[src/rtl/seq_detect_param.sv]
// seq_detect_param: parametrised serial pattern detector with runtime pattern load and saturating match counter
//   clk_i        rising-edge clock
//   rst_ni       asynchronous active-low reset
//   in_i         serial data bit, sampled when in_valid_i is high
//   in_valid_i   qualifies in_i
//   overlap_i    1 = overlapping detection, 0 = restart priming after a match
//   pat_load_i   load pat_in_i and restart priming (beats in_valid_i)
//   pat_in_i     new pattern, MSB is the first-received bit
//   clr_cnt_i    synchronous clear of match_cnt_o
//   out_o        Mealy match in the cycle that completes the pattern
//   out_q_o      out_o registered
//   match_cnt_o  saturating match count
module seq_detect_param #(
  parameter int LEN = 4,
  parameter logic [LEN-1:0] PATTERN = LEN'(4'b1101),
  parameter int CNT_W = 8
) (
  input  logic             clk_i,
  input  logic             rst_ni,
  input  logic             in_i,
  input  logic             in_valid_i,
  input  logic             overlap_i,
  input  logic             pat_load_i,
  input  logic [LEN-1:0]   pat_in_i,
  input  logic             clr_cnt_i,
  output logic             out_o,
  output logic             out_q_o,
  output logic [CNT_W-1:0] match_cnt_o
);
  localparam int FW = $clog2(LEN + 1);
  localparam logic [FW-1:0] FULL = FW'(LEN);
  localparam logic [FW-1:0] ARM = FW'(LEN - 1);
  logic [LEN-1:0] pat_q, pat_d, hist_q, hist_d, cand;
  logic [FW-1:0] fill_q, fill_d;
  logic [CNT_W-1:0] cnt_q, cnt_d;
  logic out_q;
  always_ff @(posedge clk_i or negedge rst_ni)
    if (!rst_ni) begin
      pat_q  <= PATTERN;
      hist_q <= '0;
      fill_q <= '0;
      cnt_q  <= '0;
      out_q  <= 1'b0;
    end else begin
      pat_q  <= pat_d;
      hist_q <= hist_d;
      fill_q <= fill_d;
      cnt_q  <= cnt_d;
      out_q  <= out_o;
    end
  // fill is the FSM state: FILL_0..FILL_LEN-1 while priming, ARMED at LEN
  always_comb begin
    pat_d  = pat_load_i ? pat_in_i : pat_q;
    hist_d = pat_load_i ? '0 : in_valid_i ? cand : hist_q;
    fill_d = fill_q;
    if (pat_load_i) fill_d = '0;
    else if (in_valid_i) fill_d = (out_o && !overlap_i) ? '0 : (fill_q == FULL) ? FULL : fill_q + FW'(1);
    cnt_d = clr_cnt_i ? CNT_W'(out_o) : (out_o && !(&cnt_q)) ? cnt_q + CNT_W'(1) : cnt_q;
  end
  // the newest bit joins the history combinationally so the match is Mealy
  always_comb begin
    cand        = {hist_q[LEN-2:0], in_i};
    out_o       = rst_ni & in_valid_i & ~pat_load_i & (fill_q >= ARM) & (cand == pat_q);
    out_q_o     = out_q;
    match_cnt_o = cnt_q;
  end
endmodule

[config.mk]
export PLATFORM = sky130hd
export DESIGN_NAME = seq_detect_param
export DESIGN_NICKNAME = d
export VERILOG_FILES = /design/src/rtl/seq_detect_param.sv
export SDC_FILE = /design/constraint.sdc
export NUM_CORES = 1
export LEC_CHECK = 0
export ABC_AREA = 1
export CAP_MARGIN = 5
export CELL_PAD_IN_SITES_DETAIL_PLACEMENT = 1
export CELL_PAD_IN_SITES_GLOBAL_PLACEMENT = 2
export CORE_AREA = 3 3 72 61
export DETAILED_ROUTE_END_ITERATION = 6
export DIE_AREA = 0 0 75 64
export PLACE_DENSITY = 0.76
export SYNTH_ARGS = -nofsm -noshare
export SYNTH_HDL_FRONTEND = slang
export SYNTH_SLANG_ARGS = --single-unit
[constraint.sdc]
create_clock -name clk_i -period 4.1 [get_ports clk_i]
set_input_delay 1.025 -clock clk_i [delete_from_list [all_inputs] [get_ports clk_i]]
set_output_delay 1.025 -clock clk_i [all_outputs]
set_load 0.1 [all_outputs]
==> results of run 1 <==
[sequential cells by signal, summed over array words and instances, names as in the netlist]
register	cells
fill_q	3
hist_q	3
match_cnt_o	8
out_q_o	1
pat_q	4
[stage by stage]
stage | power, mW | hold slack (ps)
3_3_place_gp | 0.2508 | 493.2
4_1_cts | 0.3898 | 508.0
2_1_floorplan | 0.2297 | 468.5
3_5_place_dp | 0.2533 | 496.1
6_report | 0.3848 | 502.3
5_1_grt | 0.4024 | 558.3
[per-layer routing]
layer | track usage [%] | up-vias | wire length, um
li1 | - | 509 | -
met1 | 18.03 | 460 | 1384
met2 | 20.98 | 19 | 1352
met3 | 3.302 | 2 | 98
met4 | 2.000 | 0 | 19
met5 | 0 | - | 0
[worst max-delay path, stage by stage]
cell	delay [ps]
clkdlybuf4s50_1	570
inv_1	110
nand3_1	110
nor2_4	160
nand3_4	130
inv_1	160
buf_12	190
[synth_stat cells]
library cell,instances
o21ai_1,3
nand2_1,42
ha_1,4
a21oi_1,1
inv_1,20
nand2_2,2
o22ai_1,3
nor2_2,1
o21ai_0,4
nand3_4,1
xnor2_1,1
inv_2,5
nor2_1,8
nand3_1,21
xor2_1,3
nor2_4,3
nand4_1,1
clkbuf_1,1
dfstp_2,3
dfrtp_1,16
clkinv_1,1
buf_2,1
nand4_2,1
nor2_8,1
[final cells by class]
| cell class | instances | area [um^2] | area share (%) |
|---|---|---|---|
| Clock buffer | 4 | 45.04 | 3.128 |
| Timing Repair Buffer | 21 | 217.7 | 15.12 |
| Tap cell | 44 | 55.05 | 3.823 |
| Inverter | 26 | 97.59 | 6.777 |
| Sequential cell | 19 | 479.2 | 33.28 |
| Multi-Input combinational cell | 100 | 545.5 | 37.88 |
[power breakdown]
part | internal [mW] | total, mW | switching [mW]
clock network | 0.0692 | 0.136 | 0.0670
registers | 0.196 | 0.200 | 0.00466
logic | 0.0191 | 0.0482 | 0.0291
total | 0.284 | 0.385 | 0.101
[path summary, 6_finish.rpt]
kind / from / endpoint / slack (ps)
setup / recovery: pat_load_i / out_o / 620
hold / removal: pat_q[3] / pat_q[3] / 500
setup reg to reg: match_cnt_o[0] / match_cnt_o[1] / 2530
hold reg to reg: pat_q[3] / pat_q[3] / 500
max in group asynchronous: rst_ni / pat_q[3] / 2650
min in group asynchronous: rst_ni / fill_q[0] / 1180
[cells by family after synthesis]
kind of cell | count (synthesis) | synth area share, %
compound gates | 11 | 5.199
simple gates | 81 | 35.51
flops | 19 | 42.37
xor+xnor | 4 | 3.098
fa+ha+maj | 4 | 4.425
buf+inv | 28 | 9.402
==> impl_metrics.tcl, run 1 <==
set metrics [dict create \
    status "completed" \
    final_common_cell "nand2_1" \
    startpoint_type "primary input" \
    holdBufCountCts 0 \
    io_buffers 20 \
    synth_cells 147 \
    pre_cts_ws_ps 593.6 \
    path_clk_slew_ps 80 \
    grt_pass1_wl_um 4871 \
    p_per_area_nw_per_um2 267.2 \
    cp_max_fo 11 \
    core_um2 3729 \
    post_cts_buffers 0 \
    drt-total-wl_um 2854 \
    setup_violations 0 \
    via_per_inst 4.626 \
    ctsResizeCount 0 \
    synth.distinct_cells 24 \
    synth.area.top_cells "dfrtp_1 (35%), nand2_1 (14%), nand3_1 (9.3%)" \
    num_rows 20 \
    hold_path_class "reg2reg" \
    root_buffer "clkbuf_8" \
    required_ps 3070 \
    reg2regPathDepth 7 \
    routabilityCongestion 0.7697 \
    final_cell_count_no_fill 214 \
    grt_usage_pct 13.12 \
    htree_levels 1 \
    rsz0062_at_grt "no" \
    cp-end-kind "primary output" \
    crit_type "in2out" \
    die_w_um 75 \
    ys_seq_area_share_pct 42.37 \
    fillerInstances 458 \
    syn_to_final_growth_pct 27.32 \
    synth_warnings 0 \
    timing.fmax_mhz 287.6 \
    fin_crit_ps 3477 \
    fin_crit_sh_pct 84.81 \
    dp_hpwl_um 2177 \
    yosysTopAreaCellShare_pct 35.40 \
    relSlewSlack_pct 34.91 \
    placed_area_um2 1395 \
    max_cap_violations 0 \
    hold-path-cell-count 2 \
    hold_viol 0 \
    finClkSkew_ps 0.8335 \
    final_util_pct 38.62 \
    vias 990 \
    drt.antenna.violating_nets 0 \
    crit_arrival_ps 2450 \
    final.setup.tns_ps 0 \
    grt_pass1_vias 1061 \
    synth_nets 162 \
    synth_area_um2 1131 \
    synth.avg_cell_area_um2 7.694 \
    antenna_found_initial 0 \
    ys_ff_latch 19 \
    peakVddDrop_v 0.0001459 \
    cts_tree "built" \
    ioPinCount 21 \
    cts_sinks 19 \
    nets 186 \
    leakage_nw 0.7093 \
    cts.path.max_buffers 2 \
    dr.pass1.iters 4 \
    dieArea_um2 4800 \
    grt_start_max_net_pins 20 \
    drt_iter0_drc 12 \
    finalInstanceArea_um2 1440 \
    die_height_um 64 \
    setup_slack_ps 623.0 \
    clk_latency_ps 260 \
    antenna_cells 0 \
    yosys.area.top_type "dfrtp_1" \
    drive_above_1_share_pct 12.94 \
    start_util_pct 30.34 \
    tightestPinTransition_ps 973.2 \
    routedWlPerCell_um 13.34 \
    finalMaxSlewViolations 0 \
    grt_overflow_total 0 \
    cts_buffers 3 \
    final_cell_mix "nand2_1 (42), nand3_1 (21), inv_1 (20), clkdlybuf4s50_1 (19), dfrtp_1 (16)" \
    post-route-drc-count 0 \
    dp.cells 210 \
]
Note: power is estimated with default switching activity, not from simulation.
==> run 2: changes to the inputs <==
CORE_AREA = 3 3 78 65   (was 3 3 72 61)
DIE_AREA = 0 0 81 68   (was 0 0 75 64)
PLACE_DENSITY = 0.7   (was 0.76)
clock period = 3.1 ns   (was 4.1 ns; I/O delays follow)
==> run 2 against run 1 <==
Via count stayed put. Count of clock-buffer cells in the layout stayed put. Clock power is 30% higher. Critical path depth is 1 higher.
==> impl_metrics.tcl, run 2 (same netlist as run 1, synthesis figures left out) <==
set metrics [dict create \
    vias 990 \
    die_w_um 81 \
    crit_type "in2out" \
    final_common_cell "nand2_1" \
    htree_levels 1 \
    final.setup.tns_ps 0 \
    antenna_cells 0 \
    busiest_layer "met2" \
    start_util_pct 26.57 \
    p_per_area_nw_per_um2 350.4 \
    cp_max_fo 3 \
    fin_crit_ps 2848 \
    dp_hpwl_um 2117 \
    via_per_inst 4.342 \
    peakVddDrop_v 0.0002112 \
    startpoint_type "primary input" \
    met2_usage_pct 18.55 \
    ctsResizeCount 0 \
    post-route-drc-count 0 \
    post_cts_buffers 0 \
    final_cell_count_no_fill 228 \
    fin_crit_sh_pct 91.86 \
    grt_pass1_wl_um 4795 \
    grt_overflow_total 0 \
    hold_viol 0 \
    num_rows 21 \
    cp-end-kind "primary output" \
    met3_usage_pct 3.158 \
    finClkSkew_ps 3.496 \
    crit_arrival_ps 2070 \
    status "completed" \
    root_buffer "clkbuf_8" \
    die_height_um 68 \
    dr.pass1.iters 3 \
    setup_violations 0 \
    dp.cells 224 \
    clk_latency_ps 250 \
    leakage_nw 0.7327 \
    antenna_found_initial 0 \
    holdBufCountCts 0 \
    relSlewSlack_pct 67.02 \
    grt_pass1_vias 1037 \
    rsz0062_at_grt "no" \
    routabilityCongestion 0.7169 \
    ioPinCount 21 \
    routedWlPerCell_um 11.95 \
    final_cell_mix "nand2_1 (42), nand3_1 (21), inv_1 (20), dfrtp_1 (16), buf_4 (11)" \
    drt-total-wl_um 2725 \
    dieArea_um2 5508 \
    cts.path.max_buffers 2 \
    hold_path_class "reg2reg" \
    cts_tree "built" \
    drive_above_1_share_pct 18.71 \
    largest_reg_flops 8 \
    core_um2 4257 \
    power_mw 0.5051 \
    tightestPinTransition_ps 491.6 \
    path_clk_slew_ps 70 \
    io_buffers 20 \
    max_cap_violations 0 \
    grtUsageMet1_pct 15.16 \
    grt_usage_pct 11.33 \
    nets 187 \
    drt.antenna.violating_nets 0 \
    required_ps 2320 \
    grt_start_max_net_pins 20 \
    finalMaxSlewViolations 0 \
    drt_iter0_drc 22 \
    syn_to_final_growth_pct 27.43 \
    timing.fmax_mhz 351.2 \
    cts_buffers 3 \
    cts_sinks 19 \
]
[run 2: changes by cell type in the layout (fill, tap and decap cells not counted)]
cell and delta:
clkdlybuf4s50_1 -9, buf_4 +10
[run 2: worst max-delay path: stages]
cell	delay, ps
clkdlybuf4s50_1	480
inv_1	50
nand2_1	50
nand2_1	90
nor2_4	150
nand3_4	120
inv_1	150
buf_12	190
[run 2: layer usage]
metal / vias to the layer above / wire length, um
met5: - / 0
met4: 0 / 14
met3: 2 / 97
met2: 12 / 1247
met1: 467 / 1366
li1: 509 / -
[run 2: cell type report]
| type | instances | area [um^2] |
|---|---|---|
| clock buffer | 4 | 45.04 |
| fill | 546 | 2815 |
| tap | 57 | 71.32 |
| timing repair buffer | 22 | 202.7 |
| inverter | 26 | 97.59 |
| sequential | 19 | 479.2 |
| multi-input combinational | 100 | 545.5 |
[run 2: metrics by stage]
stage          util (%)  hold WS, ps  area [um^2]  worst slack (ps)
2_1_floorplan         -        468.5         1131             509.2
3_3_place_gp      32.80        483.7         1396             270.8
3_5_place_dp      32.80        497.1         1396             243.9
4_1_cts           33.86        509.7         1441             243.8
5_1_grt           33.86        555.6         1441             168.3
6_report          33.86        501.9         1441             252.4
[run 2: power by group]
| part | total, mW | switching (mW) | internal (mW) |
|---|---|---|---|
| clock network | 0.177 | 0.0852 | 0.0914 |
| registers | 0.265 | 0.00602 | 0.259 |
| logic | 0.0635 | 0.0377 | 0.0258 |
| total | 0.505 | 0.129 | 0.376 |
[run 2: final timing paths]
path,startpoint,end,slack (ps),depth (start not counted)
min in group asynchronous,rst_ni,hist_q[1],910,2
max in group asynchronous,rst_ni,pat_q[3],1920,2
setup / recovery,in_i,out_o,250,8
hold / removal,pat_q[3],pat_q[3],500,2
setup reg to reg,match_cnt_o[0],match_cnt_o[4],1560,7
hold reg to reg,pat_q[3],pat_q[3],500,2
